### config.mk
export PLATFORM = sky130hd
export DESIGN_NAME = key_event_ctrl
export DESIGN_NICKNAME = d
export VERILOG_FILES = /design/src/rtl/key_event_pkg.sv /design/src/rtl/key_event_fifo.sv /design/src/rtl/key_event_ctrl.sv
export SDC_FILE = /design/constraint.sdc
export NUM_CORES = 1
export LEC_CHECK = 0
export CAP_MARGIN = 40
export CORE_ASPECT_RATIO = 0.8
export CORE_MARGIN = 3
export CORE_UTILIZATION = 50
export DETAILED_ROUTE_END_ITERATION = 8
export GPL_ROUTABILITY_DRIVEN = 0
export PLACE_DENSITY = 0.77
export SETUP_SLACK_MARGIN = 0.4
export SYNTH_ARGS = -nofsm -noshare
export SYNTH_HDL_FRONTEND = slang
export SYNTH_SLANG_ARGS = --single-unit
### constraint.sdc
create_clock -name clk -period 3.7 [get_ports clk]
set_clock_uncertainty 0.05 [all_clocks]
set_input_delay 0.74 -clock clk [delete_from_list [all_inputs] [get_ports clk]]
set_output_delay 0.74 -clock clk [all_outputs]
set_load 0.01 [all_outputs]
### src/rtl/key_event_pkg.sv
// Shared types for the key event controller: event codes, per-key FSM states
// and the 4-bit {key, code} event record carried through the event FIFO.
package key_event_pkg;

    localparam int NUM_KEYS = 3;
    localparam int KEY_W    = 2;
    localparam int CODE_W   = 2;
    localparam int EVT_W    = KEY_W + CODE_W;

    typedef enum logic [CODE_W-1:0] {
        EVT_PRESS   = 2'b00,
        EVT_LONG    = 2'b01,
        EVT_REPEAT  = 2'b10,
        EVT_RELEASE = 2'b11
    } evt_code_t;

    typedef enum logic [1:0] {
        ST_UP   = 2'd0,
        ST_DOWN = 2'd1,
        ST_RPT  = 2'd2
    } key_state_t;

    typedef struct packed {
        logic [KEY_W-1:0] key;
        evt_code_t        code;
    } evt_t;

    // Key index 'offset' positions after 'base', wrapping over the key count.
    function automatic logic [KEY_W-1:0] rr_index(input logic [KEY_W-1:0] base,
                                                  input int offset);
        int sum;
        sum = int'(base) + offset;
        return KEY_W'(sum % NUM_KEYS);
    endfunction

endpackage

### src/rtl/key_event_fifo.sv
// Synchronous show-ahead FIFO for key event records; the head entry is
// presented whenever valid is high and the occupancy is exported as level.
module key_event_fifo
    import key_event_pkg::*;
#(
    parameter int DEPTH   = 4,
    parameter int WIDTH   = EVT_W,
    parameter int LEVEL_W = $clog2(DEPTH + 1)
) (
    input  logic               clk,
    input  logic               rst,
    input  logic               push,
    input  logic [WIDTH-1:0]   push_data,
    input  logic               ready,
    output logic               valid,
    output logic [WIDTH-1:0]   head,
    output logic               full,
    output logic               pop,
    output logic [LEVEL_W-1:0] level
);

    localparam int PTR_W = (DEPTH > 1) ? $clog2(DEPTH) : 1;

    logic [WIDTH-1:0]   mem [DEPTH];
    logic [PTR_W-1:0]   rd_ptr;
    logic [PTR_W-1:0]   wr_ptr;
    logic [LEVEL_W-1:0] count;
    logic               do_push;

    assign valid   = (count != '0);
    assign full    = (count == LEVEL_W'(DEPTH));
    assign pop     = valid & ready;
    assign do_push = push & (~full | pop);
    assign head    = valid ? mem[rd_ptr] : '0;
    assign level   = count;

    // NOTE: state registers use non-blocking assignments so every flop samples
    // pre-edge values, independent of statement order across always blocks.
    always_ff @(posedge clk or posedge rst) begin
        if (rst) begin
            rd_ptr <= '0;
            wr_ptr <= '0;
            count  <= '0;
        end else begin
            if (do_push) wr_ptr <= wr_ptr + 1'b1;
            if (pop)     rd_ptr <= rd_ptr + 1'b1;
            case ({do_push, pop})
                2'b10:   count <= count + 1'b1;
                2'b01:   count <= count - 1'b1;
                default: count <= count;
            endcase
        end
    end

    // NOTE: storage carries no reset; head is masked to zero while empty, so
    // stale entries never reach the outputs.
    always_ff @(posedge clk) begin
        if (do_push) mem[wr_ptr] <= push_data;
    end

endmodule

### src/rtl/key_event_ctrl.sv
// Turns three debounced key levels into PRESS/LONG/REPEAT/RELEASE events,
// arbitrated round-robin into a show-ahead event FIFO for the CPU side.
module key_event_ctrl
    import key_event_pkg::*;
#(
    parameter  int TICK_DIV   = 48_000,
    parameter  int LONG_MS    = 1000,
    parameter  int REPEAT_MS  = 200,
    parameter  int FIFO_DEPTH = 4,
    localparam int LEVEL_W    = $clog2(FIFO_DEPTH + 1)
) (
    input  logic                clk,
    input  logic                rst,
    input  logic [2:0]          key_flag,
    output logic                evt_valid,
    input  logic                evt_ready,
    output logic [1:0]          evt_key,
    output logic [1:0]          evt_code,
    output logic [LEVEL_W-1:0]  evt_level,
    output logic                overflow,
    input  logic                clr_overflow
);

    localparam int TICK_W   = (TICK_DIV > 1) ? $clog2(TICK_DIV) : 1;
    localparam int HOLD_MAX = (LONG_MS > REPEAT_MS) ? LONG_MS : REPEAT_MS;
    localparam int HCNT_W   = $clog2(HOLD_MAX + 1);

    localparam logic [TICK_W-1:0] TICK_LAST   = TICK_W'(TICK_DIV - 1);
    localparam logic [HCNT_W-1:0] LONG_LAST   = HCNT_W'(LONG_MS - 1);
    localparam logic [HCNT_W-1:0] REPEAT_LAST = HCNT_W'(REPEAT_MS - 1);

    logic [TICK_W-1:0]   tick_cnt;
    logic                tick;
    logic [NUM_KEYS-1:0] key_q;
    logic [NUM_KEYS-1:0] rise;
    logic [NUM_KEYS-1:0] fall;

    key_state_t          state     [NUM_KEYS];
    logic [HCNT_W-1:0]   hcnt      [NUM_KEYS];
    logic [NUM_KEYS-1:0] emit;
    evt_code_t           emit_code [NUM_KEYS];

    logic [NUM_KEYS-1:0] pend_valid;
    evt_code_t           pend_code [NUM_KEYS];
    logic [NUM_KEYS-1:0] accept;
    logic [NUM_KEYS-1:0] drop;

    logic [KEY_W-1:0]    rr_ptr;
    logic [KEY_W-1:0]    cand;
    logic [NUM_KEYS-1:0] grant;
    logic                grant_any;
    logic [KEY_W-1:0]    grant_key;
    evt_t                push_evt;
    evt_t                head_evt;
    logic                fifo_full;
    logic                fifo_pop;
    logic                can_push;

    // 1 ms time base
    assign tick = (tick_cnt == TICK_LAST);

    always_ff @(posedge clk or posedge rst) begin
        if (rst)       tick_cnt <= '0;
        else if (tick) tick_cnt <= '0;
        else           tick_cnt <= tick_cnt + 1'b1;
    end

    always_ff @(posedge clk or posedge rst) begin
        if (rst) key_q <= '0;
        else     key_q <= key_flag;
    end

    assign rise = key_flag & ~key_q;
    assign fall = ~key_flag & key_q;

    // NOTE: every combinational output gets a default before the case logic,
    // so no path leaves a signal unassigned and no latch is inferred.
    always_comb begin
        for (int k = 0; k < NUM_KEYS; k++) begin
            emit[k]      = 1'b0;
            emit_code[k] = EVT_PRESS;
            case (state[k])
                ST_UP: begin
                    if (rise[k]) emit[k] = 1'b1;
                end
                ST_DOWN: begin
                    if (fall[k]) begin
                        emit[k]      = 1'b1;
                        emit_code[k] = EVT_RELEASE;
                    end else if (tick && hcnt[k] == LONG_LAST) begin
                        emit[k]      = 1'b1;
                        emit_code[k] = EVT_LONG;
                    end
                end
                ST_RPT: begin
                    if (fall[k]) begin
                        emit[k]      = 1'b1;
                        emit_code[k] = EVT_RELEASE;
                    end else if (tick && hcnt[k] == REPEAT_LAST) begin
                        emit[k]      = 1'b1;
                        emit_code[k] = EVT_REPEAT;
                    end
                end
                default: ;
            endcase
        end
    end

    // Per-key FSMs; a release always wins over a same-cycle LONG/REPEAT.
    always_ff @(posedge clk or posedge rst) begin
        if (rst) begin
            for (int k = 0; k < NUM_KEYS; k++) begin
                state[k] <= ST_UP;
                hcnt[k]  <= '0;
            end
        end else begin
            for (int k = 0; k < NUM_KEYS; k++) begin
                case (state[k])
                    ST_UP: begin
                        if (rise[k]) begin
                            hcnt[k]  <= '0;
                            state[k] <= ST_DOWN;
                        end
                    end
                    ST_DOWN: begin
                        if (fall[k]) begin
                            state[k] <= ST_UP;
                        end else if (tick) begin
                            if (hcnt[k] == LONG_LAST) begin
                                hcnt[k]  <= '0;
                                state[k] <= ST_RPT;
                            end else begin
                                hcnt[k] <= hcnt[k] + 1'b1;
                            end
                        end
                    end
                    ST_RPT: begin
                        if (fall[k]) begin
                            state[k] <= ST_UP;
                        end else if (tick) begin
                            if (hcnt[k] == REPEAT_LAST) hcnt[k] <= '0;
                            else                        hcnt[k] <= hcnt[k] + 1'b1;
                        end
                    end
                    default: state[k] <= ST_UP;
                endcase
            end
        end
    end

    // Round-robin grant, searching from the key after the last one granted.
    assign can_push = ~fifo_full | fifo_pop;

    always_comb begin
        grant     = '0;
        grant_any = 1'b0;
        grant_key = '0;
        cand      = '0;
        for (int i = 0; i < NUM_KEYS; i++) begin
            cand = rr_index(rr_ptr, i);
            if (!grant_any && can_push && pend_valid[cand]) begin
                grant_any   = 1'b1;
                grant_key   = cand;
                grant[cand] = 1'b1;
            end
        end
    end

    assign push_evt.key  = grant_key;
    assign push_evt.code = pend_code[grant_key];

    // A slot being granted this cycle is free for a new event; a RELEASE may
    // replace a queued LONG/REPEAT, anything else hitting a busy slot is lost.
    always_comb begin
        for (int k = 0; k < NUM_KEYS; k++) begin
            accept[k] = emit[k] & (~(pend_valid[k] & ~grant[k]) |
                        ((emit_code[k] == EVT_RELEASE) &&
                         (pend_code[k] == EVT_LONG || pend_code[k] == EVT_REPEAT)));
            drop[k]   = emit[k] & ~accept[k];
        end
    end

    always_ff @(posedge clk or posedge rst) begin
        if (rst) begin
            pend_valid <= '0;
            for (int k = 0; k < NUM_KEYS; k++) pend_code[k] <= EVT_PRESS;
        end else begin
            for (int k = 0; k < NUM_KEYS; k++) begin
                if (accept[k]) begin
                    pend_valid[k] <= 1'b1;
                    pend_code[k]  <= emit_code[k];
                end else if (grant[k]) begin
                    pend_valid[k] <= 1'b0;
                end
            end
        end
    end

    always_ff @(posedge clk or posedge rst) begin
        if (rst)            rr_ptr <= '0;
        else if (grant_any) rr_ptr <= rr_index(grant_key, 1);
    end

    always_ff @(posedge clk or posedge rst) begin
        if (rst)               overflow <= 1'b0;
        else if (|drop)        overflow <= 1'b1;
        else if (clr_overflow) overflow <= 1'b0;
    end

    key_event_fifo #(
        .DEPTH   (FIFO_DEPTH),
        .WIDTH   (EVT_W),
        .LEVEL_W (LEVEL_W)
    ) u_fifo (
        .clk       (clk),
        .rst       (rst),
        .push      (grant_any),
        .push_data (push_evt),
        .ready     (evt_ready),
        .valid     (evt_valid),
        .head      (head_evt),
        .full      (fifo_full),
        .pop       (fifo_pop),
        .level     (evt_level)
    );

    assign evt_key  = head_evt.key;
    assign evt_code = head_evt.code;

endmodule

Word level (Yosys, flattened, before mapping):

Memory sizes are Yosys's and may differ from the RTL's.
Cells that the tools add are included.

* bits in registers: 74
* bits in writable memories: 16
* output and inout bits: 9
* logic and storage cells: 276
* memories: 1

Memories
* u_fifo.mem: depth 4, width 4, read ports 1, clocked after memory_dff 0, write ports 1, line key_event_fifo.sv:24 `logic [WIDTH-1:0] mem [DEPTH];`

* $add $sub $neg: 11
* divide/modulo/power cells: 4
* magnitude comparators: 7
* equality and inequality tests: 49
* muxes and demuxes: 112
* bitwise operators: 32
* reductions and logical operators: 41

Operator list (number)
* 10-bit 2-to-1 mux: 21
* 32-bit by 3-bit modulo with 32-bit output, second input constant: 3
* 10-bit case mux with 3 select lines: 3
* 2-bit 2-to-1 mux: 29
* 1-bit 2-to-1 mux: 37
* 2-bit != test, second input constant: 18
* 3-bit by 3-bit modulo with 32-bit output, second input constant: 1
* 10-bit by 1-bit adder with 10-bit output, second input constant: 3
* 10-bit == test, second input constant: 3
* 10-bit by 8-bit == test with 1-bit output, second input constant: 3
* 2-bit == test, second input constant: 10
* 3-bit != test, second input constant: 6
* 2-bit case mux with 3 select lines: 3
* 6-bit AND reduction: 3
* 1-bit logical AND: 17
* 16-bit by 1-bit adder with 16-bit output, second input constant: 1
* 16-bit == test, second input constant: 1
* 16-bit 2-to-1 mux: 1
* 2-bit by 1-bit == test with 1-bit output, second input constant: 7
* 2-bit case mux with 2 select lines: 3
* 4-bit AND reduction: 3
* 3-bit nonzero test: 4
* 1-bit AND: 11
* 1-bit inverter: 10
* 26 further kinds: 55

Depth between registers and ports, before layout:

* depth in word-level cells: 22
* mapped depth: 15
* mapped depth without buffers: 13

By module:

From an unflattened synthesis, not the netlist that was laid out.

* cells, all modules: 586
* area, all modules: 5595.4 um^2

By module, submodules not included
* key_event_ctrl: times used 1, cells each 509, area each 4458.0 um^2, sequential area each 1676.6 um^2
* key_event_fifo: times used 1, cells each 77, area each 1137.3 um^2, sequential area each 655.6 um^2

Worst setup path after synthesis:

OpenSTA, ideal clock, no wires.

* kind: reg-to-reg
* start: reg rr_ptr[1]
* end: reg u_fifo.count[2], in the netlist u_fifo.level[2]
* library setup time: 79 ps
* arrival: 2698 ps
* required time: 3571 ps
* slack: 872 ps
* stages on the path, launching flop included: 15
* path buffers: 1
* clock period less this slack: 2828 ps
* cell sequence: dfrtp_1 inv_1 ha_1 mux2i_1 o21ai_0 nor2_1 a21oi_1 clkbuf_1 inv_1 ha_1 inv_1 fa_1 xor2_1 nor2_1 xor2_1

* longest elaborated chain between the ends: 16
* elaborated cells between the ends (all ways): 26
* classes of those cells: add/sub (2); div (3); eq/ne (2); mux (10); bitwise (1); reduce/logical (8)

RTL lines
* start, declared: line key_event_ctrl.sv:48 `logic [KEY_W-1:0] rr_ptr;`
* start signal, assigned: line key_event_ctrl.sv:201 `else if (grant_any) rr_ptr <= rr_index(grant_key, 1);`
* branches (longest 12 deep; another with 32-bit by 3-bit modulo with 32-bit output)
* 1-bit 2-to-1 mux *: line key_event_ctrl.sv:161 `if (!grant_any && can_push && pend_valid[cand]) begin`
* 1-bit AND *: line key_event_fifo.sv:33 `assign do_push = push & (~full | pop);`
* 2-bit by 1-bit == test with 1-bit output or 2-bit == test (tied branches): line key_event_fifo.sv:47 `case ({do_push, pop})`
* 3-bit case mux with 2 select lines or 2-bit nonzero test (tied branches)
* end signal, assigned: line key_event_fifo.sv:48 `2'b10: count <= count + 1'b1;`
* end signal, assigned: line key_event_fifo.sv:49 `2'b01: count <= count - 1'b1;`
* end signal, assigned: line key_event_fifo.sv:50 `default: count <= count;`
* end, declared: line key_event_fifo.sv:27 `logic [LEVEL_W-1:0] count;`

Every way passes the cells marked *. The select of a mux whose other input is x is not followed.
A chain may end at the register's enable or synchronous reset.

Worst setup path in the final report:

Ends and elaborated chain as after synthesis.

==> flow_summary.toml <==
[sta]
period_share_pct = 81.9
hold_slack_ns = 0.436
fin_setup_tns_ns = 0
finalHoldViolCount = 0
timing.final.max_slew_violations = 0
fin_crit_ns = 3.03
rsz0062_at_grt = "no"
slew_headroom_pct = 55.0
worst_pin_slew_ns = 0.670
setup_viol = 0
layout_setup_ws_ns = 0.669
max_freq_ghz = 0.330

[finish]
syn_to_final_growth_pct = 10.9
final_cell_mix = "74 x dfrtp_1, 48 x nor2_1, 41 x o21ai_0, 41 x inv_1, 37 x nand2_1"
design_area_um2 = 5970
final_nets = 606
antenna_cells = 0
drive_gt1_share_pct = 7.81
layout_commonest_cell = "dfrtp_1"
fill_cells = 860

[logic_synthesis]
synth_top_family_by_area = "simple AND/OR/NAND/NOR gates"
syn-num-nets = 590
syn_inst = 555
yosysTopAreaCell = "dfrtp_1"
synth_adder_area_share_pct = 6.64
synth-xor-area-share_pct = 4.39
synth-simple-area-share_pct = 20.6
synth-edff-count = 16
synth.distinct_cells = 74
synthArstFlopShare_pct = 82.2
netlist_top_cells_area = "dfrtp_1 34%, edfxtp_1 8.9%, ha_1 6.3%"
synth_top_flop_cell = "dfrtp_1"
synth_compound_area_share_pct = 16.0
synth-seq-area-share_pct = 43.3
synth_warnings = 0
synth_area_um2 = 5390
syn_avg_cell_area_um2 = 9.70
synthMuxAreaShare_pct = 4.81
synth_seq_cells = 90
yosysTopAreaCellShare_pct = 34.4

[critical_path]
worstPathCellList = "inv_1, ha_1, mux2i_2, o21ai_0, nor2_1, a21oi_1, buf_4, inv_1, ha_1, inv_1, fa_1, xor2_1, nor2_1, xor2_1"
cp_slowest_cell = "dfrtp_1"
start_kind = "flip-flop"
cp_common_cell = "inv_1"
arrival_ns = 3.24
cp-end-kind = "flip-flop"
crit_buf_inv = 4
critPathMaxFanout = 12
cp_data_required_time_ns = 3.91
critPathKind = "reg -> reg"
slowest_delay_ns = 0.40
path_delay_family = "adder cells"

[power]
p_total_mw = 4.34
p_per_area_nw_per_um2 = 727
p_clk_share_pct = 19.3
p_switching_mw = 1.69
leakage_nw = 2.52
switching_share_pct = 38.9
pwr-share-comb_pct = 45.9
peakVddDrop_uv = 385
intPower_mw = 2.65
seq_power_share_pct = 34.7

[drt]
drt-vias-per-instance = 5.75
drtAntennaViolNets = 0
wire_per_inst_um = 14.5
drc = 0
vias = 4115
first_iter_violations = 287
dr.pass1.iters = 5
routed_wl_mm = 10.4

[clocking]
cts_tree = "yes"
clk_pin_slew_ns = 0.06
numCtsBuffers = 9
cts_max_level = 3
clock_latency_ns = 0.34
ctsHoldBuffers = 0
cts_buffer_depth = 2
root_buffer = "clkbuf_16"
numClockSinks = 90

[global_route]
grt_max_degree = 27
grt_pass1_wl_mm = 18.3
groute.usage.overall_pct = 18.6
grt-ovfl-total = 0
first_global_vias = 4023
antenna_found_initial = 0

[floorplan]
rows = 33
initial_core_util_pct = 52.0
die_h_um = 98.8
core_um2 = 10400
io_pins = 16
die_area_um2 = 12100
die_w_um = 122

[placement]
dpl.hpwl_mm = 7.56
place_area_um2 = 5700
io_buffers = 15
place_ws_ns = 0.566

[run]
drv_cap = 0

[outcome]
status = "finished, final reports clean"

[hold_path]
hp-class = "reg -> reg"
==> sequential cells by signal, indices dropped and copies added, names as in the netlist <==
name and flops:
overflow 1, rr_ptr 2, tick_cnt 16, pend_valid 3
key_q 3, u_fifo.mem 16, u_fifo.rd_ptr 2, state 6
pend_code 6, u_fifo.level 3, hcnt 30, u_fifo.wr_ptr 2
==> cells in the mapped netlist, types with 4 or more instances <==
cell type	instances
dfrtp_1	74
nor2_1	48
inv_1	42
o21ai_0	41
nand2_1	37
ha_1	27
nand3_1	20
a21oi_1	19
edfxtp_1	16
xnor2_1	16
nor2b_1	13
o31ai_1	13
and2_1	12
clkbuf_1	12
mux2i_1	12
nor3_1	12
and3_1	11
xor2_1	11
nand4_1	10
nand2b_1	9
a31oi_1	7
nor4_1	7
o21a_1	6
or3_1	5
mux4_2	4
==> routing by layer <==
| metal | global-route usage, % | wire, um | vias up | part of all wire [%] |
|---|---|---|---|---|
| li1 | - | - | 2023 | - |
| met4 | 6.80 | 222 | 0 | 2.1 |
| met2 | 29.3 | 4740 | 100 | 46 |
| met1 | 25.1 | 5030 | 1972 | 48 |
| met5 | 0 | 0 | - | 0 |
| met3 | 4.36 | 424 | 20 | 4.1 |
==> stage by stage <==
step	utilization (%)	instances
floorplan	-	555
global placement	55.0	700
detailed placement	55.0	700
CTS	57.6	716
global route	57.6	716
finish	57.6	716
==> cell families after synthesis <==
kind of cell,after synthesis
multiplexers,20
AND/OR/NAND/NOR,204
adder cells (fa/ha/maj),28
XOR/XNOR,27
AO/OA/AOI/OAI,128
buffers and inverters,58
flip-flops,90
==> area by class of cell <==
class / instances / area (um2) / share of cell area [%]
Clock buffer: 9 / 225 / 3.77
Clock inverter: 7 / 45.0 / 0.754
Inverter: 42 / 158 / 2.64
Multi-Input combinational cell: 407 / 2830 / 47.4
Sequential cell: 90 / 2330 / 39.1
Tap cell: 140 / 175 / 2.93
Timing Repair Buffer: 21 / 208 / 3.48
==> what timing repair did <==
item                       in CTS  in global routing
setup buffers                   0                  0
setup endpoints to repair       0                  5
gates resized for setup         0                  1
==> worst paths after layout <==
path	from	endpoint	slack (ns)	cells after the start
worst max-delay path	rr_ptr[1]$_DFFE_PP0N_	u_fifo.level[2]$_DFFE_PP0P_	0.67	14
worst min-delay path	tick_cnt[10]$_DFF_PP0_	tick_cnt[10]$_DFF_PP0_	0.44	1
worst max register to register	rr_ptr[1]$_DFFE_PP0N_	u_fifo.level[2]$_DFFE_PP0P_	0.67	14
worst min register to register	tick_cnt[10]$_DFF_PP0_	tick_cnt[10]$_DFF_PP0_	0.44	1
max in group asynchronous	rst	tick_cnt[10]$_DFF_PP0_	2.16	3
min in group asynchronous	rst	key_q[1]$_DFF_PP0_	0.70	2
==> power by group through the flow <==
stage / sequential (mW) / combinational, mW / clock, mW
detailed placement: 1.53 / 1.98 / 0
floorplan: 1.46 / 1.50 / 0
CTS: 1.51 / 1.99 / 0.859
global placement: 1.51 / 1.90 / 0
global route: 1.55 / 2.26 / 0.902
finish: 1.51 / 1.99 / 0.839
(Power assumes the default switching activity.)
